[src/rtl/bus_split_arbiter.sv]
// Two-master round-robin bus arbiter and transfer sequencer with ERROR/RETRY/SPLIT
// handling and a ready-timeout abort. All outputs are registered.
module bus_split_arbiter #(
   parameter int TIMEOUT_CYC = 16,
   parameter int MAX_RETRY   = 3,
   parameter int CNT_W       = 5
) (
   input  logic       clk,
   input  logic       rst,
   input  logic       busreq_1,
   input  logic       busreq_2,
   input  logic       read_write_1,
   input  logic       read_write_2,
   input  logic       ready,
   input  logic [1:0] response,
   input  logic [1:0] split,
   output logic       grant_1,
   output logic       grant_2,
   output logic       owner,
   output logic       read_write,
   output logic       addr_phase,
   output logic       data_phase,
   output logic       done,
   output logic       error,
   output logic [1:0] split_mask
);

   localparam int RTY_W = (MAX_RETRY < 1) ? 1 : $clog2(MAX_RETRY + 1);

   localparam logic [1:0] RESP_OKAY  = 2'b00;
   localparam logic [1:0] RESP_ERROR = 2'b01;
   localparam logic [1:0] RESP_RETRY = 2'b10;

   typedef enum logic [1:0] {IDLE, ADDR, DATA, TURN} state_t;

   state_t           state, state_n;
   logic             grant_1_n, grant_2_n, owner_n, read_write_n;
   logic             addr_phase_n, data_phase_n, done_n, error_n;
   logic [1:0]       split_mask_n, split_set;
   logic             last_srv, last_srv_n;
   logic [RTY_W-1:0] retry_cnt, retry_cnt_n;
   logic [CNT_W-1:0] to_cnt, to_cnt_n;
   logic [1:0]       eligible;
   logic             winner;
   logic             xfer_end;

   assign eligible = {busreq_2, busreq_1} & ~split_mask;
   // On a tie the master not served last wins; otherwise the lone eligible one.
   assign winner   = (eligible == 2'b11) ? ~last_srv : eligible[1];

   always_comb begin
      state_n      = state;
      grant_1_n    = grant_1;
      grant_2_n    = grant_2;
      owner_n      = owner;
      read_write_n = read_write;
      addr_phase_n = 1'b0;
      data_phase_n = 1'b0;
      done_n       = 1'b0;
      error_n      = 1'b0;
      last_srv_n   = last_srv;
      retry_cnt_n  = retry_cnt;
      to_cnt_n     = to_cnt;
      split_set    = '0;
      xfer_end     = 1'b0;

      case (state)
         IDLE: begin
            grant_1_n = 1'b0;
            grant_2_n = 1'b0;
            if (|eligible) begin
               state_n      = ADDR;
               grant_1_n    = ~winner;
               grant_2_n    = winner;
               owner_n      = winner;
               read_write_n = winner ? read_write_2 : read_write_1;
               addr_phase_n = 1'b1;
               retry_cnt_n  = '0;
            end
         end

         ADDR: begin
            state_n      = DATA;
            data_phase_n = 1'b1;
            to_cnt_n     = '0;
         end

         DATA: begin
            data_phase_n = 1'b1;
            if (!ready) begin
               to_cnt_n = to_cnt + CNT_W'(1);
               if (to_cnt_n == CNT_W'(TIMEOUT_CYC)) begin
                  error_n  = 1'b1;
                  xfer_end = 1'b1;
               end
            end else begin
               case (response)
                  RESP_OKAY: begin
                     done_n      = 1'b1;
                     retry_cnt_n = '0;
                     xfer_end    = 1'b1;
                  end
                  RESP_ERROR: begin
                     error_n  = 1'b1;
                     xfer_end = 1'b1;
                  end
                  RESP_RETRY: begin
                     if (retry_cnt < RTY_W'(MAX_RETRY)) begin
                        // Re-run the address phase for the same owner; grant stays up.
                        retry_cnt_n  = retry_cnt + RTY_W'(1);
                        state_n      = ADDR;
                        addr_phase_n = 1'b1;
                        data_phase_n = 1'b0;
                     end else begin
                        error_n  = 1'b1;
                        xfer_end = 1'b1;
                     end
                  end
                  default: begin
                     split_set[owner] = 1'b1;
                     xfer_end         = 1'b1;
                  end
               endcase
            end
         end

         TURN: begin
            state_n   = IDLE;
            grant_1_n = 1'b0;
            grant_2_n = 1'b0;
         end

         default: state_n = IDLE;
      endcase

      if (xfer_end) begin
         state_n      = TURN;
         grant_1_n    = 1'b0;
         grant_2_n    = 1'b0;
         data_phase_n = 1'b0;
         last_srv_n   = owner;
      end

      // A release pulse wins over a park request for the same master.
      split_mask_n = (split_mask | split_set) & ~split;
   end

   always_ff @(posedge clk or negedge rst) begin
      if (!rst) begin
         state      <= IDLE;
         grant_1    <= 1'b0;
         grant_2    <= 1'b0;
         owner      <= 1'b0;
         read_write <= 1'b0;
         addr_phase <= 1'b0;
         data_phase <= 1'b0;
         done       <= 1'b0;
         error      <= 1'b0;
         split_mask <= '0;
         last_srv   <= 1'b1;
         retry_cnt  <= '0;
         to_cnt     <= '0;
      end else begin
         state      <= state_n;
         grant_1    <= grant_1_n;
         grant_2    <= grant_2_n;
         owner      <= owner_n;
         read_write <= read_write_n;
         addr_phase <= addr_phase_n;
         data_phase <= data_phase_n;
         done       <= done_n;
         error      <= error_n;
         split_mask <= split_mask_n;
         last_srv   <= last_srv_n;
         retry_cnt  <= retry_cnt_n;
         to_cnt     <= to_cnt_n;
      end
   end

endmodule
[config.mk]
export PLATFORM = sky130hd
export DESIGN_NAME = bus_split_arbiter
export DESIGN_NICKNAME = d
export VERILOG_FILES = /design/src/rtl/bus_split_arbiter.sv
export SDC_FILE = /design/constraint.sdc
export NUM_CORES = 1
export LEC_CHECK = 0
export BUFFER_PORTS_ARGS = -buffer_cell sky130_fd_sc_hd__buf_2
export CORE_MARGIN = 1
export CORE_UTILIZATION = 46
export CTS_CLUSTER_DIAMETER = 200
export DETAILED_ROUTE_END_ITERATION = 16
export PLACE_DENSITY = 0.67
export SETUP_SLACK_MARGIN = 0.02
export SLEW_MARGIN = 20
export SYNTH_ARGS = -nofsm -noshare
export SYNTH_HDL_FRONTEND = slang
export SYNTH_SLANG_ARGS = --single-unit
[constraint.sdc]
create_clock -name clk -period 4.7 [get_ports clk]
set_input_delay 0 -clock clk [delete_from_list [all_inputs] [get_ports clk]]
set_output_delay 0 -clock clk [all_outputs]
set_load 0.02 [all_outputs]
**Word-level counts from Yosys, hierarchy flattened**

Cells that the tools add are included.

- Logic and storage cells: 98
- RAM bits: 0
- Input port bits: 11
- Bits in latches: 0
- ROM bits: 0
- Memories: 0
- Flip-flop bits (word level): 20
- Output and inout bits: 10

- Div/mod/pow operators: 0
- Multiplexer cells: 45
- Magnitude comparators: 3
- Add/sub/neg operators: 2
- Eq/ne operators: 16
- Multiply operators: 0
- Shift operators: 0
- Bitwise gates (word level): 7
- Reductions and logical operators: 12

Operators with widths:

| operator | number |
|---|---|
| 1-bit 2-to-1 mux | 23 |
| 2-bit 2-to-1 mux | 11 |
| 3-bit != test (second input constant) | 5 |
| 1-bit case mux with 2 select lines | 5 |
| 5-bit case mux with 2 select lines | 1 |
| 2-bit equality test (second input constant) | 4 |
| 2-bit case mux with 2 select lines | 2 |
| 2-bit case mux with 4 select lines | 1 |
| 2-bit != test (second input constant) | 3 |
| 5-bit by 1-bit adder with 5-bit output (second input constant) | 1 |
| 5-bit equality test (second input constant) | 1 |
| 5-bit 2-to-1 mux | 1 |
| 5-bit AND reduction | 1 |
| 2-bit AND | 2 |
| 2-bit by 1-bit equality test with 1-bit output (second input constant) | 2 |
| 2-bit logical NOT | 2 |
| 2-bit NOT | 2 |
| 2-bit AND reduction | 2 |
| 4-bit AND reduction | 1 |
| 2-bit nonzero test | 2 |
| 3-bit by 2-bit != test with 1-bit output (second input constant) | 1 |
| 3-bit nonzero test | 1 |
| 3-bit OR reduction | 1 |
| 2-bit by 1-bit adder with 2-bit output (second input constant) | 1 |
| 8 further kinds | 9 |

**Depth between registers and ports, before layout**

Gate-level depths: netlist of run 1.

- Word-level depth: 9
- Mapped depth: 7
- Depth with buffers taken out: 6

**Least setup slack after synthesis of run 1**

OpenSTA, ideal clock, no wires.

- Path type: reg-to-reg
- Start point: register to_cnt[0]
- End point: register last_srv
- Path buffers: 0
- Cell stages (with the launch flop): 6
- Clock period less this slack: 1.766 ns
- Slack: 2.934 ns
- Arrival: 1.684 ns
- Data required time: 4.618 ns
- Library setup time: 0.082 ns
- Cell sequence: dfrtp_1 -> ha_1 -> or3b_2 -> nand2_1 -> o221a_4 -> mux2_4

- Word-level cells in the longest chain between the ends: 5

Ends and longest elaborated chain:

| item | RTL line | text |
|---|---|---|
| start, declared | 42 | `logic [CNT_W-1:0] to_cnt, to_cnt_n;` |
| start signal, assigned | 176 | `to_cnt <= to_cnt_n;` |
| 5-bit by 1-bit adder with 5-bit output | 91 | `to_cnt_n = to_cnt + CNT_W'(1);` |
| 5-bit equality test | 92 | `if (to_cnt_n == CNT_W'(TIMEOUT_CYC)) begin` |
| 1-bit 2-to-1 mux | 92 |  |
| 1-bit 2-to-1 mux | 90 | `if (!ready) begin` |
| 1-bit 2-to-1 mux | 67 | `case (state)` |
| end signal, assigned | 174 | `last_srv <= last_srv_n;` |
| end, declared | 40 | `logic last_srv, last_srv_n;` |

Every way passes these cells.
A chain may end at the register's enable or synchronous reset.

**Worst setup path after layout of run 1**

Same ends and word-level chain as after synthesis.

==> summary.log, run 1 <==
qor: timing.timing.fmax 0.531 GHz
qor: clocking.cts_root_buf clkbuf_4
qor: timing.finalSetupTns 0 ns
qor: clocking.clock_transition_time_at_the_flip_flop_clock_pins_of_the_worst_setup_and_hold_paths 0.11 ns
qor: placement.portBuffers 20
qor: clocking.cts_inserted_buffers 3
qor: timing.finalCritPeriodShare 0.401
qor: layout.fill_cells 214
qor: yosys.synth.largest_area_cell dfrtp_1
qor: worst_setup_path.timing.critical_path.fanout_max 7
qor: detailed_routing.post_drt_wl_per_cell 14.0 microns
qor: yosys.synth.ff_latch_count 20
qor: timing.finalClockSkew 0.00133 ns
qor: timing.maxSlewViolCount 0
qor: layout.antenna_cells 0
qor: worst_setup_path.required_time_at_the_endpoint_of_the_critical_path 4.94 ns
qor: yosys.synthesis.nets 146
qor: yosys.synth_top_family_by_area compound AO/OA/AOI/OAI gates
qor: worst_setup_path.startpoint_type flip-flop
qor: layout.area_growth_syn_to_layout 15.8%
qor: run_status.status completed
qor: min_path.min-delay-path-class in -> reg
qor: floorplanning.io_pins 21
qor: placement.place_congestion 0.845
qor: detailed_routing.wirelength 2.52 mm
qor: floorplanning.die_w 53.7 microns
qor: clocking.clkLatencyLatePin 0.30 ns
qor: global_route.grt_first_pass_wirelength 4.46 mm
qor: floorplanning.core-area 0.00250 sq mm
qor: worst_setup_path.slowest_delay 0.49 ns
qor: yosys.synth-adder-area-share 0.112
qor: placement.pre_cts_slack 2.85 ns
qor: timing.worst_margin_pin_slew 0.529 ns
qor: layout.final_util 0.570
qor: detailed_routing.postRouteAntennaNets 0
qor: yosys.synth-compound-area-share 0.232
qor: floorplanning.num_rows 18
qor: pwr.vdd_ir_drop_max 335 uV
qor: worst_setup_path.criticalPathCategory reg -> reg
qor: clocking.ctsHtreeMaxLevel 1
qor: yosys.synth_cells 124
qor: yosys.synthesis.area_per_instance 9.92 sq um
qor: global_route.grt_max_degree 21
qor: floorplanning.floorplan.initialDensity 0.492
qor: detailed_routing.firstDrtPassIters 4
qor: yosys.synth_seq_area_share 0.408
qor: detailed_routing.viasPerCell 5.74
qor: worst_setup_path.end_kind flip-flop
qor: detailed_routing.drt_drc 0
qor: layout.fin_nets 173
qor: floorplanning.die-height 53.7 microns
qor: yosys.yosys_warnings 0
qor: timing.count_of_endpoints_failing_setup_in_the_final_report 0
qor: floorplanning.floorplan.die_area 0.00288 sq mm
qor: yosys.synth.mux.area_fraction 0.0285
qor: clocking.cts_post_setup_buffers_inserted 0
qor: worst_setup_path.arrival 2.13 ns
qor: yosys.netlist_area 0.00123 sq mm
qor: clocking.cts_repair_resize_count 0
qor: global_route.gr_ovfl_total 0
qor: yosys.synth_simple_gate_area_share 0.182
qor: clocking.postCtsHoldBufs 5
qor: global_route.global_route.usage.total 0.219
qor: worst_setup_path.worst_path_max_delay_cell or3b_2
qor: timing.hold-worst-slack 0.0310 ns
qor: timing.finalCriticalPeriod 1.88 ns
qor: yosys.yosysUniqueCellTypes 39
qor: flow_run.cap_viol_max_count 0
qor: worst_setup_path.critical_path.cell_chain ha_1, or3b_2, nand2_1, o221a_4, mux2_4
qor: clocking.clk_path_buf_depth 2
qor: layout.final_common_cell buf_2
qor: min_path.hp-start ready
qor: timing.final-hold-violation-count 0
qor: worst_setup_path.worst_setup_path_startpoint to_cnt[0]$_DFFE_PN0P_
qor: global_route.grt_pass1_vias 1,056
qor: global_route.grt_antenna_before_repair 0
qor: detailed_routing.num_vias 1,034
qor: pwr.p_per_area 460 mW/mm^2
qor: timing.post-route-worst-setup-slack 2.82 ns
qor: yosys.synthTopCellsByArea dfrtp_1 (39%), ha_1 (11%), nand2_1 (3.7%)
qor: layout.final_layout_size_suffix_gt1_frac 0.200
qor: layout.most-common-layout-cells buf_2 (20), dfrtp_1 (19), nand2_1 (12)
qor: timing.setup_repair_after_global_routing_missed_its_margin false
qor: detailed_routing.drt_first_iter_violations 20
qor: pwr.power.static_leakage 0.709 nW
qor: worst_setup_path.worst_r2r_startpoint to_cnt[0]$_DFFE_PN0P_
qor: timing.slew_headroom 0.647
qor: placement.dp_hpwl 1.86 mm
qor: yosys.synthDominantCellAreaShare 0.387
qor: clocking.tritoncts_clock_tree yes
qor: yosys.yosys.area_share.xor_xnor 0
qor: clocking.cts_num_sinks 20
-- cells by family after synthesis --
logic type      Yosys count
compound gates           38
fa+ha+maj                11
buf+inv                  10
flops                    20
mux                       3
simple gates             42
-- synth_stat cells --
| master | n |
|---|---|
| a2111o_1 | 1 |
| a211oi_1 | 2 |
| a21boi_0 | 1 |
| a21o_1 | 1 |
| a21oi_1 | 5 |
| a22o_2 | 1 |
| a22oi_1 | 2 |
| a31oi_1 | 2 |
| a32o_1 | 2 |
| a41oi_1 | 1 |
| and3_1 | 1 |
| and4_4 | 1 |
| buf_2 | 1 |
| buf_6 | 1 |
| clkbuf_1 | 1 |
| dfrtp_1 | 19 |
| dfstp_2 | 1 |
| ha_1 | 11 |
| inv_1 | 7 |
| mux2_4 | 1 |
| mux2i_1 | 2 |
| nand2_1 | 12 |
| nand2b_1 | 4 |
| nand3_1 | 3 |
| nand3b_1 | 1 |
| nand4b_1 | 3 |
| nor2_1 | 9 |
| nor2b_1 | 6 |
| nor3b_1 | 1 |
| o211a_4 | 1 |
| o211ai_1 | 1 |
| o21a_1 | 2 |
| o21ai_0 | 8 |
| o21bai_1 | 1 |
| o221a_4 | 1 |
| o22ai_1 | 2 |
| o2bb2ai_1 | 2 |
| o31ai_1 | 2 |
| or3b_2 | 1 |
-- flip-flops by register name, summed over array words and instances, names as in the netlist, 2 cells and up --
signal      cells
to_cnt          5
split_mask      2
retry_cnt       2
state           2
-- through the flow --
step | instances | power (mW) | area [sq um]
after floorplan | 124 | 0.483 | 1230
after global placement | 171 | 0.558 | 1350
after detailed placement | 171 | 0.566 | 1350
after CTS | 180 | 0.659 | 1420
after global routing | 180 | 0.721 | 1420
final | 180 | 0.655 | 1420
-- report_power, final --
group	internal [mW]	switching, mW
Sequential	0.225	0.0467
Combinational	0.122	0.175
Clock	0.0331	0.0533
-- worst max-delay path: cells and delay by family, from the launching register on --
family / cells / cell delay (ns)
AND/OR/NAND/NOR: 2 / 0.58
AO/OA/AOI/OAI: 1 / 0.20
flip-flops: 1 / 0.47
adder cells (fa/ha/maj): 1 / 0.28
multiplexers: 1 / 0.29
-- layout make-up --
cell class                      count  area (sq um)  area share
Clock buffer                        4          26.3      0.0185
Inverter                            7          26.3      0.0185
Multi-Input combinational cell     94           682       0.479
Sequential cell                    20           502       0.352
Tap cell                           30          37.5      0.0264
Timing Repair Buffer               25           150       0.105
-- final timing paths --
check,end,slack [ns],depth (start not counted)
setup / recovery,last_srv$_DFFE_PN1P_,2.82,5
max in group asynchronous,last_srv$_DFFE_PN1P_,4.19,2
hold / removal,error$_DFF_PN0_,0.03,3
hold reg to reg,read_write$_DFFE_PN0P_,0.51,2
setup reg to reg,last_srv$_DFFE_PN1P_,2.82,5
min in group asynchronous,to_cnt[2]$_DFFE_PN0P_,0.17,2
-- layer usage --
metal  vias to the layer above  track usage  routed length (microns)
li1                        504            -                        -
met4                         0        0.118                       63
met3                         7       0.0452                      111
met1                       487        0.271                     1160
met5                         -            0                        0
met2                        36        0.354                     1180
Power figures use the tool's default switching activity.
==> inputs of run 2 (changes only) <==
ABC_AREA = 1   (was unset)
PLACE_DENSITY = 0.7   (was 0.67)
clock period = 1.66 ns   (was 4.7 ns; I/O delays follow)
==> run 2 against run 1 <==
Synthesized cell count up 14%. Register-to-register slack got worse by 2.7 ns. Design area grew 0.44%. First-iteration DRC count is 30% higher. Critical endpoint is now state[1]$_DFFE_PN0P_. Largest cell class unchanged. Highest routed layer unchanged.
==> summary.log, run 2 <==
qor: floorplanning.floorplan.initialDensity 0.504
qor: worst_setup_path.regToRegSetupSlack 0.15 ns
qor: min_path.timing.hold.worst_endpoint grant_1$_DFFE_PN0P_
qor: timing.timing.fmax 0.660 GHz
qor: detailed_routing.num_vias 997
qor: yosys.yosysUniqueCellTypes 19
qor: layout.final_layout_size_suffix_gt1_frac 0.246
qor: yosys.synth_flop_cell dfrtp_1
qor: layout.fill_cells 211
qor: layout.area_growth_syn_to_layout 23.4%
qor: layout.fin_nets 198
qor: pwr.power.static_leakage 0.761 nW
qor: global_route.global_route.usage.total 0.191
qor: detailed_routing.drt_drc 0
qor: layout.final_common_cell nand2_1
qor: yosys.synth_seq_area_share 0.433
qor: worst_setup_path.worst_r2r_startpoint state[0]$_DFFE_PN0P_
qor: detailed_routing.postRouteAntennaNets 0
qor: clocking.cts_num_sinks 20
qor: yosys.synthDominantCellAreaShare 0.410
qor: yosys.synth.ff_latch_count 20
qor: placement.pre_cts_slack 0.0738 ns
qor: run_status.status completed
qor: yosys.synth_cells 141
qor: yosys.synthesis.nets 163
qor: pwr.vdd_ir_drop_max 662 uV
qor: worst_setup_path.regToRegEndpoint state[1]$_DFFE_PN0P_
qor: worst_setup_path.startpoint_type flip-flop
qor: detailed_routing.drt_first_iter_violations 26
qor: timing.final-hold-violation-count 0
qor: clocking.cts_inserted_buffers 3
qor: yosys.ys_top_cells_by_count nand2_1 (32), inv_1 (25), dfrtp_1 (19)
qor: worst_setup_path.worst_setup_path_startpoint state[0]$_DFFE_PN0P_
qor: global_route.grt_first_pass_wirelength 3.72 mm
qor: worst_setup_path.timing.critical_path.fanout_max 6
qor: detailed_routing.firstDrtPassIters 4
qor: clocking.tritoncts_clock_tree yes
qor: floorplanning.die-height 52.2 microns
qor: pwr.p_per_area 1350 mW/mm^2
qor: layout.regMostFlops to_cnt
qor: timing.setup_repair_after_global_routing_missed_its_margin false
qor: yosys.netlist_area 0.00116 sq mm
qor: detailed_routing.viasPerCell 4.91
qor: yosys.synth.most_common_cell nand2_1
qor: timing.slew_headroom 0.697
qor: timing.post-route-worst-setup-slack 0.146 ns
qor: global_route.grt_pass1_vias 878
qor: worst_setup_path.critical_path.cell_chain inv_1, ha_2, inv_2, nor2_4, inv_1, nand2_1, nand2_4, nand2_4, nand2_2, nand2_1, nand2_1
qor: timing.finalCriticalPeriod 1.51 ns
qor: floorplanning.io_pins 21
qor: yosys.synth.largest_area_cell dfrtp_1
qor: timing.worst_margin_pin_slew 0.455 ns
qor: min_path.min_delay_path_depth 5
qor: timing.count_of_endpoints_failing_setup_in_the_final_report 0
qor: worst_setup_path.end_kind flip-flop
qor: clocking.clkLatencyLatePin 0.30 ns
qor: global_route.gr_ovfl_total 0
qor: worst_setup_path.arrival 1.72 ns
qor: global_route.grt_antenna_before_repair 0
qor: min_path.min-delay-path-class in -> reg
qor: timing.finalClockSkew 0.00317 ns
qor: detailed_routing.wirelength 2.37 mm
qor: placement.portBuffers 20
qor: detailed_routing.post_drt_wl_per_cell 11.7 microns
qor: layout.largest_reg_flops 5
qor: placement.place_congestion 0.807
qor: timing.finalSetupTns 0 ns
qor: worst_setup_path.worst_path_max_delay_cell dfrtp_1
qor: min_path.hp-start busreq_1
qor: floorplanning.floorplan.die_area 0.00272 sq mm
qor: clocking.clock_transition_time_at_the_flip_flop_clock_pins_of_the_worst_setup_and_hold_paths 0.12 ns
qor: yosys.synthesis.area_per_instance 8.22 sq um
qor: yosys.asr_flop_ratio_synth 1.00
qor: yosys.yosys_warnings 0
qor: timing.finalCritPeriodShare 0.912
qor: yosys.synth_edf_count 0
qor: worst_setup_path.criticalPathCategory reg -> reg
qor: global_route.grt_max_degree 21
qor: clocking.cts_root_buf clkbuf_4
qor: floorplanning.die_w 52.2 microns
qor: floorplanning.core-area 0.00230 sq mm
qor: worst_setup_path.path_common_cell nand2_1
qor: placement.dp_hpwl 1.78 mm
qor: layout.most-common-layout-cells nand2_1 (32), inv_1 (25), buf_2 (20)
qor: floorplanning.num_rows 17
qor: worst_setup_path.required_time_at_the_endpoint_of_the_critical_path 1.86 ns
qor: timing.maxSlewViolCount 0
qor: layout.antenna_cells 0
qor: worst_setup_path.slowest_delay 0.40 ns
qor: clocking.ctsHtreeMaxLevel 1
qor: clocking.clk_path_buf_depth 2
qor: yosys.synthTopCellsByArea dfrtp_1 (41%), ha_1 (12%), nand2_1 (10%)
qor: worst_setup_path.reg2reg_depth 11
qor: flow_run.cap_viol_max_count 0
## run 2: changes by cell type after synthesis, moves of 3 or more
| cell | previous run | this run |
|---|---|---|
| nand2_1 | 12 | 32 |
| inv_1 | 7 | 25 |
| nand3_1 | 3 | 10 |
| nor2b_1 | 6 | 0 |
| o21ai_0 | 8 | 13 |
| nand2_2 | 0 | 4 |
| nand2b_1 | 4 | 0 |
| nand4_1 | 0 | 4 |
| nor2_1 | 9 | 5 |
| nand4b_1 | 3 | 0 |
## run 2: worst max-delay path by stage
stage                                 to  slack [ns]
detailed placement  state[1]$_DFFE_PN0P_        0.07
finish              state[1]$_DFFE_PN0P_        0.15
CTS                 state[1]$_DFFE_PN0P_        0.06
floorplan           state[0]$_DFFE_PN0P_        0.20
global placement    state[0]$_DFFE_PN0P_        0.12
global route        state[1]$_DFFE_PN0P_        0.04
## run 2: logic make-up (layout without fill, tap and decap cells)
group / Yosys count / in the layout / synth area share
adders and majority gates: 11 / 11 / 0.119
buffers and inverters: 27 / 61 / 0.0875
and+or+nand+nor: 60 / 60 / 0.254
DFF: 20 / 20 / 0.433
AOI/OAI and AO/OA: 23 / 23 / 0.107
## run 2: final cells by class
cell class / instances / area (sq um) / area share
Timing Repair Buffer: 30 / 190 / 0.133
Multi-Input combinational cell: 94 / 574 / 0.402
Clock buffer: 4 / 26.3 / 0.0184
Tap cell: 28 / 35.0 / 0.0245
Sequential cell: 20 / 503 / 0.352
Inverter: 27 / 101 / 0.0709
## run 2: stage by stage
step / area [sq um] / util / hold WS [ns] / power (mW) / cells
finish: 1430 / 0.623 / 0.119 / 1.93 / 203
global placement: 1310 / 0.570 / -0.0293 / 1.58 / 191
detailed placement: 1310 / 0.570 / -0.0255 / 1.61 / 191
global route: 1430 / 0.623 / 0.173 / 2.10 / 203
CTS: 1400 / 0.607 / 0.108 / 1.87 / 201
floorplan: 1160 / - / -0.296 / 1.35 / 141
## run 2: metal layers
layer / part of all wire / track usage
met3: 0.026 / 0.0261
met4: 0.0089 / 0.0921
met2: 0.47 / 0.291
met5: 0 / 0
met1: 0.49 / 0.266
## run 2: critical path, delay by kind of cell, from the launching register on
family                   cells  cell delay [ns]
adder cells (fa/ha/maj)      1             0.24
buffers and inverters        3             0.23
AND/OR/NAND/NOR              7             0.53
flip-flops                   1             0.40
## run 2: timing repair
item | 4_1_cts | 5_1_grt
setup buffers | 0 | 2
hold endpoints to repair | 24 | 0
endpoints found under the setup margin | 0 | 13
gates resized for setup | 0 | 5
hold buffers | 6 | 0
## run 2: report_power, final
group	leakage [nW]	internal (mW)	switching, mW
sequential	0.262	0.632	0.106
clock	0.0150	0.0936	0.157
combinational	0.484	0.355	0.587
total	0.761	1.08	0.850
==> inputs of run 3 (changes only) <==
clock period = 1.3 ns   (was 1.66 ns; I/O delays follow)
==> run 3 against run 2 <==
The flow now finishes with violations (negative setup slack). Combinational power increased by 110%. Worst hold slack got worse by 0.040 ns. Non-clock buffer count grew 19. Setup slack worse by 0.35 ns. Clock-buffer cell count unchanged. Critical endpoint unchanged. Largest cell class unchanged.
==> summary.log, run 3 (synthesis gave the netlist of run 2 again) <==
qor: placement.placement.cell_area 0.00144 sq mm
qor: global_route.grt_first_pass_wirelength 4.60 mm
qor: pwr.power.share.clock 0.098
qor: clocking.clock_transition_time_at_the_flip_flop_clock_pins_of_the_worst_setup_and_hold_paths 0.11 ns
qor: layout.regMostFlops to_cnt
qor: clocking.tritoncts_clock_tree yes
qor: floorplanning.floorplan.initialDensity 0.504
qor: pwr.vdd_ir_drop_max 1240 uV
qor: placement.dp_hpwl 1.95 mm
qor: clocking.cts_inserted_buffers 3
qor: pwr.switching_power 1.40 mW
qor: pwr.p_per_area 1850 mW/mm^2
qor: floorplanning.die-height 52.2 microns
qor: detailed_routing.drt_drc 0
qor: layout.final_layout_size_suffix_gt1_frac 0.459
qor: clocking.clkLatencyLatePin 0.31 ns
qor: detailed_routing.post_drt_wl_per_cell 13.9 microns
qor: clocking.ctsHtreeMaxLevel 1
qor: worst_setup_path.startpoint_type flip-flop
qor: layout.most-common-layout-cells nand2_1 (27), buf_2 (20), dfrtp_1 (19)
qor: worst_setup_path.arrival 1.71 ns
qor: layout.design_area 0.00173 sq mm
qor: timing.timing.fmax 0.664 GHz
qor: detailed_routing.drt_first_iter_violations 24
qor: run_status.status finished, violations left
qor: placement.place_congestion 0.784
qor: layout.area_growth_syn_to_layout 49.5%
qor: pwr.pwr-share-comb 0.606
qor: timing.maxSlewViolCount 0
qor: min_path.min-delay-path-class in -> reg
qor: floorplanning.floorplan.die_area 0.00272 sq mm
qor: floorplanning.die_w 52.2 microns
qor: global_route.global_route.usage.total 0.235
qor: worst_setup_path.criticalPathCategory reg -> reg
qor: pwr.power.static_leakage 0.870 nW
qor: detailed_routing.viasPerCell 5.19
qor: floorplanning.num_rows 17
qor: layout.final_common_cell nand2_1
qor: placement.portBuffers 20
qor: layout.final_util 0.754
qor: timing.hold-worst-slack 0.0788 ns
qor: global_route.grt_pass1_vias 1,089
qor: timing.worst_margin_pin_slew 0.459 ns
qor: detailed_routing.postRouteAntennaNets 0
qor: timing.finalCritPeriodShare 1.16
qor: timing.post-route-worst-setup-slack -0.207 ns
qor: layout.antenna_cells 0
qor: clocking.cts_root_buf clkbuf_4
qor: worst_setup_path.end_kind flip-flop
qor: flow_run.cap_viol_max_count 0
qor: global_route.grt_max_degree 21
qor: floorplanning.core-area 0.00230 sq mm
qor: pwr.p_sw_frac 0.435
qor: global_route.grt_antenna_before_repair 0
qor: worst_setup_path.timing.critical_path.fanout_max 6
qor: timing.setup_repair_after_global_routing_missed_its_margin true
qor: detailed_routing.firstDrtPassIters 4
qor: timing.finalClockSkew 0.00613 ns
qor: clocking.cts_num_sinks 20
qor: pwr.seq_power_share 0.295
qor: timing.finalCriticalPeriod 1.51 ns
qor: clocking.clk_path_buf_depth 2
qor: placement.pre_cts_slack -0.211 ns
qor: timing.count_of_endpoints_failing_setup_in_the_final_report 9
qor: worst_setup_path.required_time_at_the_endpoint_of_the_critical_path 1.51 ns
qor: detailed_routing.num_vias 1,152
qor: global_route.gr_ovfl_total 0
qor: floorplanning.io_pins 21
qor: timing.final-hold-violation-count 0
qor: run_status.failed_checks negative setup slack
qor: layout.largest_reg_flops 5
qor: timing.slew_headroom 0.694
qor: detailed_routing.wirelength 3.08 mm
qor: layout.fin_nets 217
qor: pwr.internal-power 1.81 mW
-- run 3: changes by cell type in the layout (fill, tap and decap cells not counted), sizes merged --
cell | before | now
buf | 24 | 44
dlygate4sd3 | 6 | 5
-- run 3: path summary, 6_finish.rpt --
path / startpoint / endpoint / slack [ns] / cells past startpoint
max in group asynchronous: rst / last_srv$_DFFE_PN1P_ / 0.80 / 2
worst min-delay path: ready / done$_DFF_PN0_ / 0.08 / 4
worst min register to register: read_write$_DFFE_PN0P_ / read_write$_DFFE_PN0P_ / 0.49 / 2
worst max-delay path: to_cnt[1]$_DFFE_PN0P_ / state[1]$_DFFE_PN0P_ / -0.21 / 11
min in group asynchronous: rst / to_cnt[4]$_DFFE_PN0P_ / 0.16 / 2
worst max register to register: to_cnt[1]$_DFFE_PN0P_ / state[1]$_DFFE_PN0P_ / -0.21 / 11
-- run 3: power by group through the flow --
stage	logic [mW]	clock network [mW]	registers [mW]
floorplan	0.699	0	1.04
global placement	1.37	0	0.923
detailed placement	1.41	0	0.933
CTS	1.65	0.324	0.915
global route	2.13	0.348	0.970
finish	1.95	0.316	0.947
-- run 3: cell type report --
type                    count  area, sq um
clock buffers               4         26.3
fillers                   151          566
repair buffers             49          357
well taps                  28         35.0
multi-input cells          94          703
inverters                  27          109
flip-flops and latches     20          502
-- run 3: repair_timing --
action	in CTS	in global routing
resized for setup	21	31
setup buffers	4	2
hold buffers	5	0
gates cloned	0	0
pin swaps	5	12
setup endpoints to repair	14	17
endpoints found under the hold margin	23	0
-- run 3: metal layers --
layer  global-route usage  share of wire  vias to the layer above
met5                    0              0                        -
met4                0.110          0.015                        0
met3               0.0464          0.043                        6
met2                0.402           0.52                       37
met1                0.283           0.42                      552
li1                     -              -                      557
-- run 3: stage by stage --
step	power, mW	std cells	TNS (ns)
5_1_grt	3.45	222	-2.18
3_3_place_gp	2.29	208	-0.596
2_1_floorplan	1.73	141	-0.291
4_1_cts	2.89	220	-0.690
6_report	3.21	222	-1.21
3_5_place_dp	2.34	208	-1.22
-- run 3: worst max-delay path: stages (launching register included) --
cell and delay [ns]:
dfrtp_1 0.44, buf_6 0.15, nand3_1 0.11, nand2_1 0.09, nand2_2 0.08, nand3_2 0.11
nand2_2 0.10, nand2_4 0.08, nand2_4 0.08, nand2_4 0.05, nand2_1 0.06, nand2_1 0.05
